**src/rtl/phase_timer.sv**
```systemverilog
// phase_timer: answering end of the start/terminal-count handshake.
// It latches one of two durations on an accepted start and counts it down
// on enabled cycles. Completion is signalled with a one-cycle RC pulse.
// Abort cancels the phase silently, and a start seen while busy sets a
// sticky error flag.
module phase_timer #(
    parameter int W = 4
) (
    input  logic         Ck,
    input  logic         Clr,
    input  logic         St,
    input  logic         S,
    input  logic [W-1:0] D0,
    input  logic [W-1:0] D1,
    input  logic         CE,
    input  logic         Abort,
    output logic         Busy,
    output logic         RC,
    output logic [W-1:0] Cnt,
    output logic         Err
);

    typedef enum logic [1:0] {
        IDLE = 2'd0,
        RUN  = 2'd1,
        DONE = 2'd2
    } state_t;

    localparam logic [W-1:0] ONE = {{(W-1){1'b0}}, 1'b1};

    state_t       state;
    state_t       state_nxt;
    logic [W-1:0] cnt_nxt;
    logic         err_nxt;
    logic [W-1:0] dur;

    // State, count and error registers; everything clears asynchronously.
    always_ff @(posedge Ck or negedge Clr) begin
        if (!Clr) begin
            state <= IDLE;
            Cnt   <= '0;
            Err   <= 1'b0;
        end else begin
            // NOTE: non-blocking here so every register updates from the
            // same pre-edge values, independent of statement order.
            state <= state_nxt;
            Cnt   <= cnt_nxt;
            Err   <= err_nxt;
        end
    end

    // Next-state, next-count and error logic for the three-state phase FSM.
    always_comb begin
        // NOTE: every output of this block gets a default first, so no path
        // leaves a signal unassigned and no latch is inferred.
        state_nxt = state;
        cnt_nxt   = Cnt;
        err_nxt   = Err;
        dur       = S ? D1 : D0;

        unique case (state)
            IDLE, DONE: begin
                if (St && !Abort) begin
                    if (dur != '0) begin
                        cnt_nxt   = dur;
                        state_nxt = RUN;
                    end else begin
                        // A zero-length phase still answers with one RC pulse.
                        cnt_nxt   = '0;
                        state_nxt = DONE;
                    end
                end else begin
                    state_nxt = IDLE;
                end
            end

            RUN: begin
                // A start while busy is ignored but flagged.
                // Abort and CE are still processed in the same cycle.
                if (St) begin
                    err_nxt = 1'b1;
                end
                if (Abort) begin
                    state_nxt = IDLE;
                    cnt_nxt   = '0;
                end else if (CE) begin
                    if (Cnt > ONE) begin
                        cnt_nxt = Cnt - ONE;
                    end else begin
                        // Terminal count: stop at zero, never wrap.
                        cnt_nxt   = '0;
                        state_nxt = DONE;
                    end
                end
            end

            default: begin
                state_nxt = IDLE;
                cnt_nxt   = '0;
            end
        endcase
    end

    // Status outputs are decoded straight from the registered state.
    assign Busy = (state == RUN);
    assign RC   = (state == DONE);

endmodule
```
**config.mk**
```make
export PLATFORM = sky130hd
export DESIGN_NAME = phase_timer
export DESIGN_NICKNAME = d
export VERILOG_FILES = /design/src/rtl/phase_timer.sv
export SDC_FILE = /design/constraint.sdc
export NUM_CORES = 1
export LEC_CHECK = 0
export CAP_MARGIN = 25
export CORE_UTILIZATION = 30
export DETAILED_ROUTE_END_ITERATION = 10
export GPL_TIMING_DRIVEN = 0
export PLACE_DENSITY_LB_ADDON = 0.1
export SLEW_MARGIN = 25
export SYNTH_ARGS = -nofsm -noshare
export SYNTH_HDL_FRONTEND = slang
export SYNTH_SLANG_ARGS = --single-unit
```
**constraint.sdc**
```tcl
create_clock -name Ck -period 2.68 [get_ports Ck]
set_input_delay 0.536 -clock Ck [delete_from_list [all_inputs] [get_ports Ck]]
set_output_delay 0.536 -clock Ck [all_outputs]
set_load 0.02 [all_outputs]
```
# Yosys cells after proc, flatten, opt, wreduce, memory -nomap -nowiden
# Index checks and enable logic that the tools add are counted.
[word_totals] reg_bits=7 inputBits=14 out_inout_bits=7 elab_cells=31
[classes] add_sub_neg=1 order_cmp=1 n_eq_ne=5 muxes=13 reduce_logical=8
[op_table] cell="$mux W4" count=6
[op_table] cell="$mux W2" count=5
[op_table] cell="$pmux W4 S2" count=1
[op_table] cell="$ne A3 B3 Y1 const B" count=2
[op_table] cell="$reduce_and A2 Y1" count=3
[op_table] cell="$gt A4 B1 Y1 const B" count=1
[op_table] cell="$pmux W2 S2" count=1
[op_table] cell="$reduce_bool A4 Y1" count=1
[op_table] cell="$sub A4 B1 Y4 const B" count=1
[op_table] cell="$eq A2 B1 Y1 const B" count=1
[op_table] cell="$eq A2 B2 Y1 const B" count=1
[op_table] cell="$logic_not A2 Y1" count=1
[op_table] cell="$ne A2 B2 Y1 const B" count=1
[op_table] cell="$reduce_or A2 Y1" count=1
[op_table] cell="$logic_and A1 B1 Y1" count=1
[op_table] cell="$logic_not A1 Y1" count=1

# Depth between registers and ports, before layout
# Gate-level depths: netlist (run 1).
[logic_depth] word_depth=5 mapped_depth=6 ltp_nobuf=6

# Least setup slack after synthesis (run 1)
# Ideal clock, no wire load.
[synth_path] path_kind="register to register" startpoint="reg Cnt[0]" endpoint="reg Cnt[2]" t_arrival_ns=1.529 setup_slack_ns=1.073 path_stages_with_launch=7 cell_sequence="dfrtp_1 inv_1 ha_1 nor2_1 o311ai_4 o32a_1 o2bb2ai_1"
[synth_between] elab_chain_len=5 elab_cells_between_ends=6
[synth_lines] element="start: declaration" line="19" rtl="output logic [W-1:0] Cnt,"
[synth_lines] element="start signal: assignment" line="47" rtl="Cnt <= cnt_nxt;"
[synth_lines] element="$sub A4 B1 Y4 or $gt A4 B1 Y1 (tied branches)" line="88, 87"
[synth_lines] element="$mux W4 (*)" line="87" rtl="if (Cnt > ONE) begin"
[synth_lines] element="$mux W4 (*)" line="86" rtl="end else if (CE) begin"
[synth_lines] element="$mux W4 (*)" line="83" rtl="if (Abort) begin"
[synth_lines] element="$pmux W4 S2 (*)" line="61" rtl="unique case (state)"
# Every way passes the cells marked *; elsewhere a longest branch is shown, timed or not. The select of a mux whose other input is x is not followed.
# A chain may end at the register's enable or synchronous reset.

# Worst setup path in the final report (run 1)
[layout_path] startpoint="reg state[1]" endpoint="out Busy"
[layout_between] elab_chain_len=1
[layout_lines] element="start: declaration" line="31" rtl="state_t state;"
[layout_lines] element="start signal: assignment" line="46" rtl="state <= state_nxt;"
[layout_lines] element="$eq A2 B1 Y1" line="105" rtl="assign Busy = (state == RUN);"
[layout_lines] element="end: declaration" line="17" rtl="output logic Busy,"
# Every way passes these cells.

==> results of run 1 <==
logic make-up after synthesis:
family / share of synthesized area, %
compound gates: 32.28
simple gates: 15.78
flops: 33.98
buf+inv: 5.339
mux: 7.767
fa+ha+maj: 4.854
state kept, by name, summed over array words and instances, names as in the netlist:
name   cells
Err        1
Cnt        4
state      2
per-stage QoR:
| step | cell area [um^2] | setup WS (ns) | hold slack [ns] | power (mW) |
|---|---|---|---|---|
| after floorplan | 515.5 | 1.073 | 0.2404 | 0.2919 |
| after global placement | 725.7 | 0.7272 | 0.4395 | 0.3841 |
| after detailed placement | 725.7 | 0.7424 | 0.4477 | 0.3842 |
| after CTS | 752.0 | 0.5840 | 0.4581 | 0.4787 |
| after global routing | 752.0 | 0.5450 | 0.4698 | 0.5025 |
| final | 752.0 | 0.5876 | 0.4520 | 0.4704 |
path summary, 6_finish.rpt:
path                       depth (start not counted)  slack [ns]     end
max                                                2        0.59    Busy
min                                                1        0.45     Err
max reg2reg                                        6        1.00  Cnt[2]
min reg2reg                                        1        0.45     Err
max in group asynchronous                          1        1.92     Err
min in group asynchronous                          1        0.54  Cnt[1]
cells in the final DEF (no fill, tap or decap), types with 3 or more instances in the layout:
cell,n
clkdlybuf4s50_1,19
dfrtp_1,7
inv_1,4
mux2i_1,4
nor2_1,3
o22a_1,3
clkbuf_4,3
per-layer routing:
layer,routed length [um],vias up
met5,0,-
li1,-,242
met3,64,0
met4,0,0
met2,502,11
met1,563,209
power breakdown:
group / internal (mW) / leakage [nW] / switching (mW)
Sequential: 0.127 / 0.0857 / 0.0315
Clock: 0.0565 / 0.0150 / 0.0337
Combinational: 0.111 / 0.203 / 0.110
cell type report:
| class | instances | area [um^2] | area share [%] |
|---|---|---|---|
| Timing Repair Buffer | 19 | 190.2 | 25.29 |
| Inverter | 4 | 15.01 | 1.997 |
| Sequential cell | 7 | 175.2 | 23.29 |
| Buffer | 2 | 12.51 | 1.664 |
| Clock buffer | 4 | 26.28 | 3.494 |
| Tap cell | 16 | 20.02 | 2.662 |
| Multi-Input combinational cell | 39 | 312.8 | 41.60 |
worst register-to-register path, cell delays in order (launching register included):
cell,delay (ns)
dfrtp_1,0.42
inv_1,0.07
ha_1,0.22
nor2_1,0.28
o311ai_4,0.16
o32a_1,0.31
o2bb2ai_1,0.15
==> impl_metrics.tcl, run 1 <==
set metrics [dict create \
    status "finished, violations left" \
    violations "DRC" \
    critical_path_buf_inv_count 1 \
    synth_nets 68 \
    hpwl_um 949.2 \
    worst_ep_required_time_ns 2.14 \
    floorplan.die.height_um 43.45 \
    setup.worst_path.start_class "flop" \
    final_routed_drc_violation_total 4 \
    syn_to_final_growth_pct 45.87 \
    final-hold-violation-count 0 \
    numPlacedInstances 87 \
    clock-root-buffer "clkbuf_4" \
    globalRouteOverflowTotal 0 \
    count_of_cell_types_in_the_netlist 28 \
    globalplace.congestion 0.7268 \
    cts_resized 0 \
    netlist_area_um2 515.5 \
    slew_viol_final 0 \
    worstSetupEndpointType "output pin" \
    timing.hold.worst.class "reg2reg" \
    synthCells 52 \
    synth-edff-count 0 \
    critical_path.reg2reg.startpoint "Cnt[0]" \
    port_buffers 19 \
    max-cap-violations 0 \
    grt_max_degree 10 \
    synth_flop_cell "dfrtp_1" \
    busiest_layer_in_global_routing "met1" \
    ios 21 \
    cts-root-to-sink-buffers 2 \
    peakVddDrop_mv 0.3013 \
    finish.utilization_pct 48.23 \
    wl_per_cell_um 12.42 \
    tritoncts "yes" \
    yosysMostFrequentCell "dfrtp_1" \
    clkSlewWorstSetupHoldPaths_ns 0.05 \
    grt_first_pass_wirelength_mm 1.800 \
    post-synth-top-area-fraction_pct 33.98 \
    first_global_vias 422 \
    slew-limit-headroom_pct 77.55 \
    vias_per_cell 5.077 \
    timing.critical_path.slowest_cell_delay_ns 0.61 \
    yosysWarningCount 0 \
    grt_setup_unrepaired "false" \
    grt.total_usage_pct 13.69 \
    finalNonFillerCells 91 \
    num_vias 462 \
    critical_path_class "reg2out" \
    clock-skew-final_ns 0.001518 \
    path_delay_family "buffers and inverters" \
    floorplan.core_area_um2 1559 \
    layout_cell_share_with_drive_strength_beyond_1_pct 10.67 \
    ys_top_cells_by_area "dfrtp_1 34%, mux2i_1 7.8%, o311ai_4 5.1%, o22a_1 5.1%, ha_1 4.9%" \
    tritoncts_buffers 3 \
    flip_flop_and_latch_count_after_synthesis 7 \
    fin_crit_ns 2.092 \
    max_freq_mhz 477.9 \
    synth-seq-area-share_pct 33.98 \
    max_slew.worst_pin.slew_ns 0.3273 \
    row_count 14 \
    power_density_nw_per_um2 625.5 \
    fin_crit_sh_pct 78.07 \
    p_leak_nw 0.3037 \
    filler_cell_count 156 \
    detail-route-antenna-nets 0 \
    critPathMaxFanout 5 \
    die_width_um 43.45 \
    worst_ep_arrival_time_ns 1.56 \
    worstSkewPairLatency_ns 0.24 \
    min-delay-start "Err" \
    cts_setup_buffers 0 \
    synth_top_cell_by_area "dfrtp_1" \
    htree_num_levels 1 \
    syn_avg_cell_area_um2 9.913 \
    clock_sinks 7 \
    holdBufCountCts 0 \
    grt_antenna_before_repair 0 \
    floorplan.die_area_um2 1888 \
    gr-usage-met1_pct 18.85 \
    setup_viol 0 \
    detailedRoute.firstIterationViolations 14 \
    start_util_pct 33.07 \
    synth-async-reset-ratio_pct 100.0 \
    globalRouteMet2Util_pct 18.79 \
    critPathSlowestCell "clkdlybuf4s50_1" \
    antenna_cells 0 \
    final.setup.tns_ns 0 \
    critical_path.cell_chain "and2b_4 > clkdlybuf4s50_1" \
    grt_util_met3_pct 3.333 \
    netlist_top_cells_count "7 x dfrtp_1, 4 x inv_1, 4 x mux2i_1" \
    drt_pre_antenna_iters 6 \
    routed_wl_mm 1.130 \
    num-nets-final 92 \
    startpoint "state[1]" \
]
No activity file was read; power rests on OpenSTA's default activity.
==> run 2: changes to the inputs <==
- clock period: 2.68 -> 1.9 ns (I/O delays scaled with it)
==> run 2 against run 1 <==
  * The flow still finishes with violations (DRC)
  * Register-to-register slack worse by 0.78 ns
  * Cell area shrank 0.17%
  * Largest cell class unchanged
  * Power rose by 41%
==> impl_metrics.tcl, run 2 (synthesized netlist as in run 1, its figures left out) <==
set metrics [dict create \
    final.setup.tns_ns 0 \
    share_clk_of_total_power_pct 19.2 \
    num-nets-final 92 \
    grt.total_usage_pct 13.78 \
    wl_per_cell_um 12.41 \
    switching_portion_of_total_power_pct 37.44 \
    fin_crit_sh_pct 96.95 \
    floorplan.core_area_um2 1559 \
    final_common_cell "clkdlybuf4s50_1" \
    detail-route-antenna-nets 0 \
    intPower_mw 0.4137 \
    syn_to_final_growth_pct 45.63 \
    finalInstanceArea_um2 750.7 \
    detailedRoute.firstIterationViolations 14 \
    max_slew.worst_pin.slew_ns 0.3273 \
    power_switching_mw 0.2476 \
    setup.worst_path.start_class "flop" \
    power_density_nw_per_um2 880.9 \
    htree_num_levels 1 \
    violations "DRC" \
    final-hold-violation-count 0 \
    critical_path_buf_inv_count 2 \
    final_routed_drc_violation_total 4 \
    slew_viol_final 0 \
    max_freq_mhz 542.9 \
    clock-root-buffer "clkbuf_4" \
    biggestRegsByFlops "Cnt x4, state x2, Err x1" \
    floorplan.die_area_um2 1888 \
    drt_pre_antenna_iters 6 \
    clkSlewWorstSetupHoldPaths_ns 0.05 \
    routed_wl_mm 1.129 \
    start_util_pct 33.07 \
    port_buffers 19 \
    grt_setup_unrepaired "false" \
    max-cap-violations 0 \
    critPathMaxFanout 9 \
    register_bank_with_the_most_flops "Cnt" \
    vias_per_cell 5.077 \
    first_global_vias 427 \
    p_leak_nw 0.3069 \
    clock-skew-final_ns 0.001518 \
    cts-root-to-sink-buffers 2 \
    floorplan.die.height_um 43.45 \
    largest_register_ffs 4 \
    placed_area_um2 725.7 \
    worst_ep_arrival_time_ns 1.46 \
    layout_cell_share_with_drive_strength_beyond_1_pct 10.67 \
    ios 21 \
    fin_crit_ns 1.842 \
    worstSetupEndpointType "output pin" \
    slew-limit-headroom_pct 77.55 \
    num_vias 462 \
    globalplace.congestion 0.7268 \
    row_count 14 \
    worst_ep_required_time_ns 1.52 \
    critPathSlowestCell "clkdlybuf4s50_1" \
    worstSkewPairLatency_ns 0.24 \
    timing.critical_path.slowest_cell_delay_ns 0.60 \
    p_seq_share_pct 33.9 \
    critical_path_class "reg2out" \
    grt_max_degree 10 \
    die_width_um 43.45 \
    status "finished, violations left" \
    design_power_total_mw 0.6613 \
    grt_first_pass_wirelength_mm 1.814 \
    finish.utilization_pct 48.15 \
    path_delay_family "buffers and inverters" \
    grt_antenna_before_repair 0 \
    setup_viol 0 \
    tritoncts_buffers 3 \
    timing.hold.worst.class "in2async" \
    peakVddDrop_mv 0.4242 \
    final_cell_mix "18 x clkdlybuf4s50_1, 7 x dfrtp_1, 4 x inv_1, 4 x mux2i_1" \
    antenna_cells 0 \
    tritoncts "yes" \
    hpwl_um 949.2 \
    critical_path.cell_chain "buf_4 > nor2b_1 > clkdlybuf4s50_1" \
    globalRouteOverflowTotal 0 \
    comb_power_share_pct 46.9 \
    clock_sinks 7 \
]
==> run 2: cell count changes in the layout (fill, tap and decap cells not counted) <==
cell	before	now
clkdlybuf4s50_1	19	18
dlygate4sd2_1	0	1
==> run 2: what timing repair did <==
| action | CTS | global route |
|---|---|---|
| resized for setup | 1 | 0 |
| setup buffers | 0 | 0 |
| setup endpoints to repair | 1 | 0 |
| hold buffers | 0 | 0 |
==> run 2: worst register-to-register path: cells and delay by family (launching register included) <==
kind                       cells  cell delay [ns]
and+or+nand+nor                1             0.28
DFF                            1             0.42
adders and majority gates      1             0.22
buffers and inverters          1             0.07
AOI/OAI and AO/OA              3             0.62
==> run 2: stage by stage <==
stage | std cells | hold WS, ns | worst slack [ns]
finish | 91 | 0.3811 | 0.05803
global route | 91 | 0.4102 | 0.006916
CTS | 91 | 0.3781 | 0.03351
detailed placement | 87 | 0.4477 | 0.1184
global placement | 87 | 0.4395 | 0.1032
floorplan | 52 | 0.08441 | 0.2928
==> run 2: metal layers <==
| metal | vias to the layer above | part of all wire [%] | GRT usage (%) |
|---|---|---|---|
| li1 | 242 | - | - |
| met4 | 0 | 0 | 9.375 |
| met3 | 0 | 5.7 | 3.333 |
| met1 | 209 | 50 | 18.85 |
| met2 | 11 | 44 | 19.09 |
| met5 | - | 0 | 0 |
==> run 2: final timing paths <==
path	start	end	slack [ns]	cells after the start
worst max-delay path	state[0]	RC	0.06	3
worst min-delay path	Clr	Cnt[1]	0.38	1
worst max register to register	Cnt[0]	Cnt[2]	0.22	6
worst min register to register	Err	Err	0.45	1
max in group asynchronous	Clr	Err	1.30	1
min in group Ck	Err	Err	0.45	1
==> run 2: area by class of cell <==
| cell class | instances | area, um^2 |
|---|---|---|
| buffer | 2 | 12.51 |
| clock buffer | 4 | 26.28 |
| fill | 157 | 808.3 |
| inverter | 4 | 15.01 |
| multi-input combinational | 39 | 312.8 |
| sequential | 7 | 175.2 |
| tap | 16 | 20.02 |
| timing repair buffer | 19 | 188.9 |
==> run 2: power groups by stage <==
stage	sequential (mW)	clock, mW	combinational [mW]
after floorplan	0.252	0	0.159
after global placement	0.228	0	0.314
after detailed placement	0.227	0	0.315
after CTS	0.224	0.135	0.313
after global routing	0.230	0.139	0.338
final	0.224	0.127	0.310
